--- src/rtl/multicycle_ctrl.sv ---
// multicycle_ctrl: multi-cycle control sequencer for the MIPS datapath.
// It walks each instruction through FETCH/DECODE and a short per-class
// sequence, and decodes every datapath enable and mux select from the
// current state, so one ALU, register file, IR and PC serve every cycle.
//
// Optional feature macro: MULTICYCLE_JUMP_EN
//   defined     - opcode 000010 (j) executes through the JUMP state.
//   not defined - the JUMP state is removed; j decodes as ILLEGAL and
//                 state code 11 is an unused code that returns to FETCH.
module multicycle_ctrl #(
  parameter int CNT_W = 32
) (
  input  logic             clk,
  input  logic             rst_n,
  input  logic             run,
  input  logic [5:0]       opcode,
  input  logic             zero,
  output logic             pc_write,
  output logic             pc_en,
  output logic             ir_write,
  output logic             mem_read,
  output logic             mem_write,
  output logic             iord,
  output logic             reg_dst,
  output logic             mem_to_reg,
  output logic             reg_write,
  output logic             alu_src_a,
  output logic [1:0]       alu_src_b,
  output logic [1:0]       alu_op,
  output logic [1:0]       pc_src,
  output logic             instr_done,
  output logic             illegal_op,
  output logic [3:0]       state,
  output logic [CNT_W-1:0] retired
);

  typedef enum logic [3:0] {
    S_FETCH   = 4'd0,
    S_DECODE  = 4'd1,
    S_MEMADR  = 4'd2,
    S_MEMRD   = 4'd3,
    S_MEMWB   = 4'd4,
    S_MEMWR   = 4'd5,
    S_EXEC    = 4'd6,
    S_ALUWB   = 4'd7,
    S_BRANCH  = 4'd8,
    S_ADDIEX  = 4'd9,
    S_ADDIWB  = 4'd10,
    S_JUMP    = 4'd11,
    S_ILLEGAL = 4'd12
  } state_t;

  localparam logic [5:0] OP_RTYPE = 6'b000000;
  localparam logic [5:0] OP_LW    = 6'b100011;
  localparam logic [5:0] OP_SW    = 6'b101011;
  localparam logic [5:0] OP_BEQ   = 6'b000100;
  localparam logic [5:0] OP_ADDI  = 6'b001000;
  localparam logic [5:0] OP_J     = 6'b000010;

  // ALU B-input selects
  localparam logic [1:0] SRCB_REG  = 2'b00;
  localparam logic [1:0] SRCB_FOUR = 2'b01;
  localparam logic [1:0] SRCB_IMM  = 2'b10;
  localparam logic [1:0] SRCB_SH2  = 2'b11;

  // ALU control requests
  localparam logic [1:0] ALU_ADD   = 2'b00;
  localparam logic [1:0] ALU_SUB   = 2'b01;
  localparam logic [1:0] ALU_FUNCT = 2'b10;

  // PC source selects
  localparam logic [1:0] PCS_ALU  = 2'b00;
  localparam logic [1:0] PCS_OUT  = 2'b01;
  localparam logic [1:0] PCS_JMP  = 2'b10;

  state_t st;

  // Instruction-class dispatch out of DECODE.
  function automatic state_t dispatch(input logic [5:0] op);
    state_t nxt;
    case (op)
      OP_RTYPE:     nxt = S_EXEC;
      OP_LW, OP_SW: nxt = S_MEMADR;
      OP_BEQ:       nxt = S_BRANCH;
      OP_ADDI:      nxt = S_ADDIEX;
`ifdef MULTICYCLE_JUMP_EN
      OP_J:         nxt = S_JUMP;
`endif
      default:      nxt = S_ILLEGAL;
    endcase
    return nxt;
  endfunction

  // Memory-access split: only a store goes to MEMWR, loads read memory.
  function automatic state_t mem_split(input logic [5:0] op);
    return (op == OP_SW) ? S_MEMWR : S_MEMRD;
  endfunction

  assign state = st;

  // State sequencing and retired-instruction counter (wraps silently).
  always_ff @(posedge clk or negedge rst_n) begin
    if (!rst_n) begin
      st      <= S_FETCH;
      retired <= '0;
    end else begin
      if (instr_done) begin
        retired <= retired + CNT_W'(1);
      end
      case (st)
        S_FETCH:   st <= run ? S_DECODE : S_FETCH;
        S_DECODE:  st <= dispatch(opcode);
        S_MEMADR:  st <= mem_split(opcode);
        S_MEMRD:   st <= S_MEMWB;
        S_MEMWB:   st <= S_FETCH;
        S_MEMWR:   st <= S_FETCH;
        S_EXEC:    st <= S_ALUWB;
        S_ALUWB:   st <= S_FETCH;
        S_BRANCH:  st <= S_FETCH;
        S_ADDIEX:  st <= S_ADDIWB;
        S_ADDIWB:  st <= S_FETCH;
`ifdef MULTICYCLE_JUMP_EN
        S_JUMP:    st <= S_FETCH;
`endif
        S_ILLEGAL: st <= S_FETCH;
        default:   st <= S_FETCH;
      endcase
    end
  end

  // Datapath controls decoded from the state register; since reset
  // forces the state to FETCH asynchronously, any write strobe of an
  // in-flight instruction disappears as soon as rst_n falls.
  always_comb begin
    pc_write   = 1'b0;
    ir_write   = 1'b0;
    mem_read   = 1'b0;
    mem_write  = 1'b0;
    iord       = 1'b0;
    reg_dst    = 1'b0;
    mem_to_reg = 1'b0;
    reg_write  = 1'b0;
    alu_src_a  = 1'b0;
    alu_src_b  = SRCB_REG;
    alu_op     = ALU_ADD;
    pc_src     = PCS_ALU;
    instr_done = 1'b0;
    illegal_op = 1'b0;
    case (st)
      S_FETCH: begin
        if (run) begin
          mem_read  = 1'b1;
          ir_write  = 1'b1;
          pc_write  = 1'b1;
          alu_src_b = SRCB_FOUR;
        end
      end
      S_DECODE: begin
        alu_src_b = SRCB_SH2;
        alu_op    = ALU_ADD;
      end
      S_MEMADR: begin
        alu_src_a = 1'b1;
        alu_src_b = SRCB_IMM;
      end
      S_MEMRD: begin
        iord     = 1'b1;
        mem_read = 1'b1;
      end
      S_MEMWB: begin
        reg_dst    = 1'b1;
        mem_to_reg = 1'b1;
        reg_write  = 1'b1;
        instr_done = 1'b1;
      end
      S_MEMWR: begin
        iord       = 1'b1;
        mem_write  = 1'b1;
        instr_done = 1'b1;
      end
      S_EXEC: begin
        alu_src_a = 1'b1;
        alu_op    = ALU_FUNCT;
      end
      S_ALUWB: begin
        reg_dst    = 1'b0;
        reg_write  = 1'b1;
        instr_done = 1'b1;
      end
      S_BRANCH: begin
        alu_src_a  = 1'b1;
        alu_op     = ALU_SUB;
        pc_src     = PCS_OUT;
        instr_done = 1'b1;
      end
      S_ADDIEX: begin
        alu_src_a = 1'b1;
        alu_src_b = SRCB_IMM;
      end
      S_ADDIWB: begin
        reg_dst    = 1'b1;
        reg_write  = 1'b1;
        instr_done = 1'b1;
      end
`ifdef MULTICYCLE_JUMP_EN
      S_JUMP: begin
        pc_src     = PCS_JMP;
        pc_write   = 1'b1;
        instr_done = 1'b1;
      end
`endif
      S_ILLEGAL: begin
        illegal_op = 1'b1;
      end
      default: begin
        illegal_op = 1'b0;
      end
    endcase
    // The zero flag only reaches the PC enable while resolving a branch.
    pc_en = pc_write | ((st == S_BRANCH) & zero);
  end

endmodule
--- config.mk ---
export PLATFORM = sky130hd
export DESIGN_NAME = multicycle_ctrl
export DESIGN_NICKNAME = d
export VERILOG_FILES = /design/src/rtl/multicycle_ctrl.sv
export SDC_FILE = /design/constraint.sdc
export NUM_CORES = 1
export LEC_CHECK = 0
export BUFFER_PORTS_ARGS = -buffer_cell sky130_fd_sc_hd__buf_4
export CAP_MARGIN = 20
export CORE_MARGIN = 2
export CORE_UTILIZATION = 32
export CTS_CLUSTER_SIZE = 10
export DETAILED_ROUTE_END_ITERATION = 6
export GPL_TIMING_DRIVEN = 1
export PLACE_DENSITY = 0.66
export SLEW_MARGIN = 20
export SYNTH_ARGS = -nofsm -noshare
export SYNTH_HDL_FRONTEND = slang
export SYNTH_SLANG_ARGS = --single-unit
--- constraint.sdc ---
create_clock -name clk -period 3 [get_ports clk]
set_input_delay 0.15 -clock clk [delete_from_list [all_inputs] [get_ports clk]]
set_output_delay 0.15 -clock clk [all_outputs]
set_load 0.05 [all_outputs]
# Yosys cells after proc, flatten, opt, wreduce, memory -nomap -nowiden
# Index checks and enable logic that the tools add are counted.
# word_totals
register_bits	36
inputBits	10
out_inout_bits	54
word_cells	48
# classes
addsub	1
eq_ne	15
mux	19
bitwise	2
n_reduce_logical	9
# ops
cell	n
$add A32 B1 Y32 const B	1
$pmux W4 S6	1
$eq A4 B3 Y1 const B	4
$eq A4 B4 Y1 const B	4
$pmux W4 S4	1
$mux W1	13
$eq A6 B6 Y1 const B	2
$eq A4 B2 Y1 const B	2
$reduce_or A2 Y1	4
$eq A6 B3 Y1 const B	1
$eq A6 B4 Y1 const B	1
$logic_not A6 Y1	1
$pmux W2 S3	1
$reduce_or A5 Y1	1
$eq A4 B1 Y1 const B	1
$logic_not A4 Y1	1
$pmux W2 S2	1
$reduce_or A4 Y1	1
$mux W3	1
$reduce_or A3 Y1	1
$pmux W1 S2	1
$and A1 B1 Y1	1
$or A1 B1 Y1	1

# Longest topological paths before layout
# depth
word_depth	4
mapped_depth	7
mapped_depth_nobuf	6

# Worst setup path after synthesis
# Ideal clock, no wire load.
# synth_timing
kind	register to output
startpoint	register st[1] (netlist: state[1])
endpoint	output port pc_en
arrival_ps	2562
t_required_ps	2850
slack_ps	288
path_stages_with_launch	4
path_buffers	1
path_cell_list	dfrtp_1 clkbuf_1 nor3_1 a21o_1
# synth_between
elab_chain_len	3
word_cells_on_any_way	5
classes_between	1 x eq/ne; 1 x mux; 2 x bitwise; 1 x reduce/logical
# synth_rtl
element	line_no	text
start, declared	76	state_t st;
start signal, assigned	111	S_FETCH: st <= run ? S_DECODE : S_FETCH;
start signal, assigned	112	S_DECODE: st <= dispatch(opcode);
start signal, assigned	113	S_MEMADR: st <= mem_split(opcode);
$eq A4 B4 Y1 or $logic_not A4 Y1 (tied branches)	220, 149	
$and A1 B1 Y1 or $mux W1 (tied branches)	220, 149	
$or A1 B1 Y1 (*)	220	pc_en = pc_write | ((st == S_BRANCH) & zero);
end, declared	19	output logic pc_en,
# Mark *: on every way between the ends. The rest lies on a longest branch, timed or not.

# Worst setup path in the final report
# layout_timing
startpoint	register st[2] (netlist: state[2])
endpoint	register retired[17]
# layout_between
elab_chain_len	3
word_cells_on_any_way	7
classes_between	5 x eq/ne; 1 x mux; 1 x reduce/logical
# layout_rtl
element	line_no	text
$eq A4 B4 Y1 or $eq A4 B3 Y1 (tied branches)	149	case (st)
$reduce_or A5 Y1 (no source line) (*)	n/a	
$mux W1 (*)	149	
end signal, assigned	108	retired <= retired + CNT_W'(1);
end, declared	34	output logic [CNT_W-1:0] retired
# Marks and branches as above.
# A chain may end at the register's enable or synchronous reset.

==> flow_summary_export.csv <==
group,metric,value,unit
global_route,antenna_found_initial,0,
synthesis,ys_top_cells_by_count,"dfrtp_1, xnor2_1, nand2_1",
synthesis,synth.avg_cell_area,9.977,um^2
timing,rsz0062_at_grt,"false",
critical_path,reg2reg_from,"state[2]",
timing,finalClockSkew,0.008475,ns
critical_path,r2r_end,"retired[17]",
run,max-cap-violations,0,
global_route,grt_max_degree,37,
clock_network,clk_pin_slew,0.07,ns
synthesis,synth_top_cells_by_area,"dfrtp_1, xnor2_1, xor2_1, nand2_1, nand3_1",
timing,finalCritPeriodShare,71.53,%
timing,fin_crit,2.146,ns
hold_path,hold_path_class,"input port to flip-flop",
cells_and_area,syn2layout_area_growth,31.54,%
die,die_h,81.78,um
synthesis,synth_area,0.001936,mm^2
synthesis,ys_ff_latch,36,
synthesis,yosys_most_used_dff,"dfrtp_1",
timing,tightest_slew,0.5264,ns
global_route,gr-total-overflow,0,
critical_path,crit_path_start_kind,"flip-flop",
critical_path,critical_path_arrival,2.36,ns
timing,finalSetupViolCount,0,
routing,wire_per_inst,12.85,um
synthesis,synth_top_cell_by_area,"dfrtp_1",
die,die_x,81.78,um
clock_network,cts_max_level,2,
clock_network,numCtsBuffers,5,
pwr,powerDensity,910.6,mW/mm^2
clock_network,clock_sinks,36,
routing,drt_iter0_markers,80,
global_route,grt_pass1_vias,1478,
critical_path,end_kind,"flip-flop",
synthesis,ys_types,40,
synthesis,synth_warnings,0,
timing,hold_violations,0,
timing,drv_slew,0,
hold_path,min_path_cells,3,
die,num_rows,28,
synthesis,synth_most_common_cell,"dfrtp_1",
routing,dr.pass1.iters,4,
synthesis,synth_top_area_share,46.54,%
cells_and_area,fin_util,43.26,%
critical_path,criticalPathCategory,"flip-flop to flip-flop",
routing,routed_wl,4265,um
clock_network,worstSkewPairLatency,0.28,ns
routing,num_vias,1609,
synthesis,synth_edf_count,0,
routing,antenna_left,0,
pwr,max-vdd-ir-drop,839.2,uV
clock_network,cts_root_buffer,"clkbuf_8",
placed_design,portBuffers,62,
die,boundaryPins,64,
cells_and_area,layout-drive-gt1-share,29.96,%
critical_path,cp_max_fo,18,
outcome,outcome,"complete, no violations",
routing,vias_per_cell,4.846,
synthesis,ys_seq_area_share,46.54,%
timing,fmax,466.0,MHz
global_route,grt_use_total,13.66,%
clock_network,post_cts_resized,0,
timing,finalSetupTns,0,ns
hold_path,hold_path_end,"state[2]",
cells_and_area,diodes,0,
cells_and_area,fin_nets,267,
routing,route.detailed.drc,0,
synthesis,synth_cells,194,
hold_path,hold_start,"opcode[4]",
critical_path,critPathRequiredTime,3.21,ns
cells_and_area,nFillCells,580,
timing,slew_headroom,64.90,%
clock_network,clockBufferDepth,2,
critical_path,ff2ff_path_depth,6,
synthesis,async_flop_share,100.0,%
synthesis,synth_nets,205,
critical_path,rrSetupSlack,0.85,ns
die,core,0.005886,mm^2
die,start_util,32.89,%
clock_network,cts_tree,"built",
global_route,grt_pass1_wl,7155,um
placed_design,dp_hpwl,3175,um
die,fp.dieArea,0.006687,mm^2
placed_design,gp_congestion,0.8042,
pwr,p_leak,0.001242,uW
timing,worst_hold_slack,0.1996,ns
==> cells in the final DEF, fill, tap and decap left out, drive strengths merged, types with 2 or more instances in the layout <==
master / count
and4: 3
nand3: 14
nor2: 14
and3: 5
o21ai: 6
xor2: 10
a21oi: 5
nand2b: 4
xnor2: 23
nand4: 7
inv: 2
buf: 63
nand2: 21
or3: 4
a211oi: 2
dfrtp: 36
clkbuf: 7
nor3: 9
nor4: 5
==> routing by layer <==
layer  track usage (%)  part of all wire (%)  vias up  routed length, um
met5                 0                     0        -                  0
met4             4.000                  0.96        0                 41
met3             2.967                   4.6        5                195
met2             21.71                    47       33               2002
met1             18.65                    47      761               2025
li1                  -                     -      810                  -
==> power by group <==
group / switching, uW / internal, uW
registers: 153 / 543
logic: 882 / 385
clock network: 169 / 187
total: 1200 / 1110
==> cell families after synthesis <==
kind of cell	count (synthesis)	share of synthesized area, %
adders and majority gates	1	0.6463
other	1	0.1937
and+or+nand+nor	95	28.77
AOI/OAI and AO/OA	16	4.848
muxes	1	0.5817
DFF	36	46.54
buffers and inverters	11	3.490
xor gates and xnor gates	33	14.93
==> registers in the layout, summed over array words and instances, names as in the netlist <==
name,count
retired,32
state,4
==> repair_timing <==
| item | in CTS | in global routing |
|---|---|---|
| hold endpoints to repair | 36 | 0 |
| hold buffers | 1 | 0 |
| buffers inserted | 0 | 0 |
==> critical path: stages (launching register included) <==
cell     delay, ns
dfrtp_1       0.67
and2b_1       0.22
a22oi_1       0.08
buf_4         0.20
nor2_2        0.43
nor4b_2       0.31
xor2_1        0.16
==> worst max path at each step <==
stage,from,end,cells past startpoint,slack [ns]
final,state[2],retired[17],6,0.85
after global routing,state[2],retired[17],6,0.66
after CTS,state[0],retired[17],6,0.87
after detailed placement,state[0],retired[17],6,0.89
after global placement,state[0],retired[17],6,0.94
after floorplan,state[1],pc_en,3,0.29
==> metrics by stage <==
stage          area [um^2]  worst slack, ns  total power [uW]  instances
2_1_floorplan         1936           0.2881              1630        194
3_3_place_gp          2442           0.9435              1967        323
3_5_place_dp          2442           0.8852              1975        323
4_1_cts               2546           0.8660              2334        332
5_1_grt               2546           0.6641              2437        332
6_report              2546           0.8540              2319        332
==> cell type report <==
cell class / count / area (um^2) / share of cell area [%]
clock buffer: 7 / 86.33 / 3.391
clock inverter: 1 / 7.507 / 0.2948
inverter: 2 / 7.507 / 0.2948
multi-input combinational: 147 / 967.2 / 37.99
sequential: 36 / 900.9 / 35.38
tap: 75 / 93.84 / 3.686
timing repair buffer: 64 / 483.0 / 18.97
Note: power is estimated with default switching activity, not from simulation.
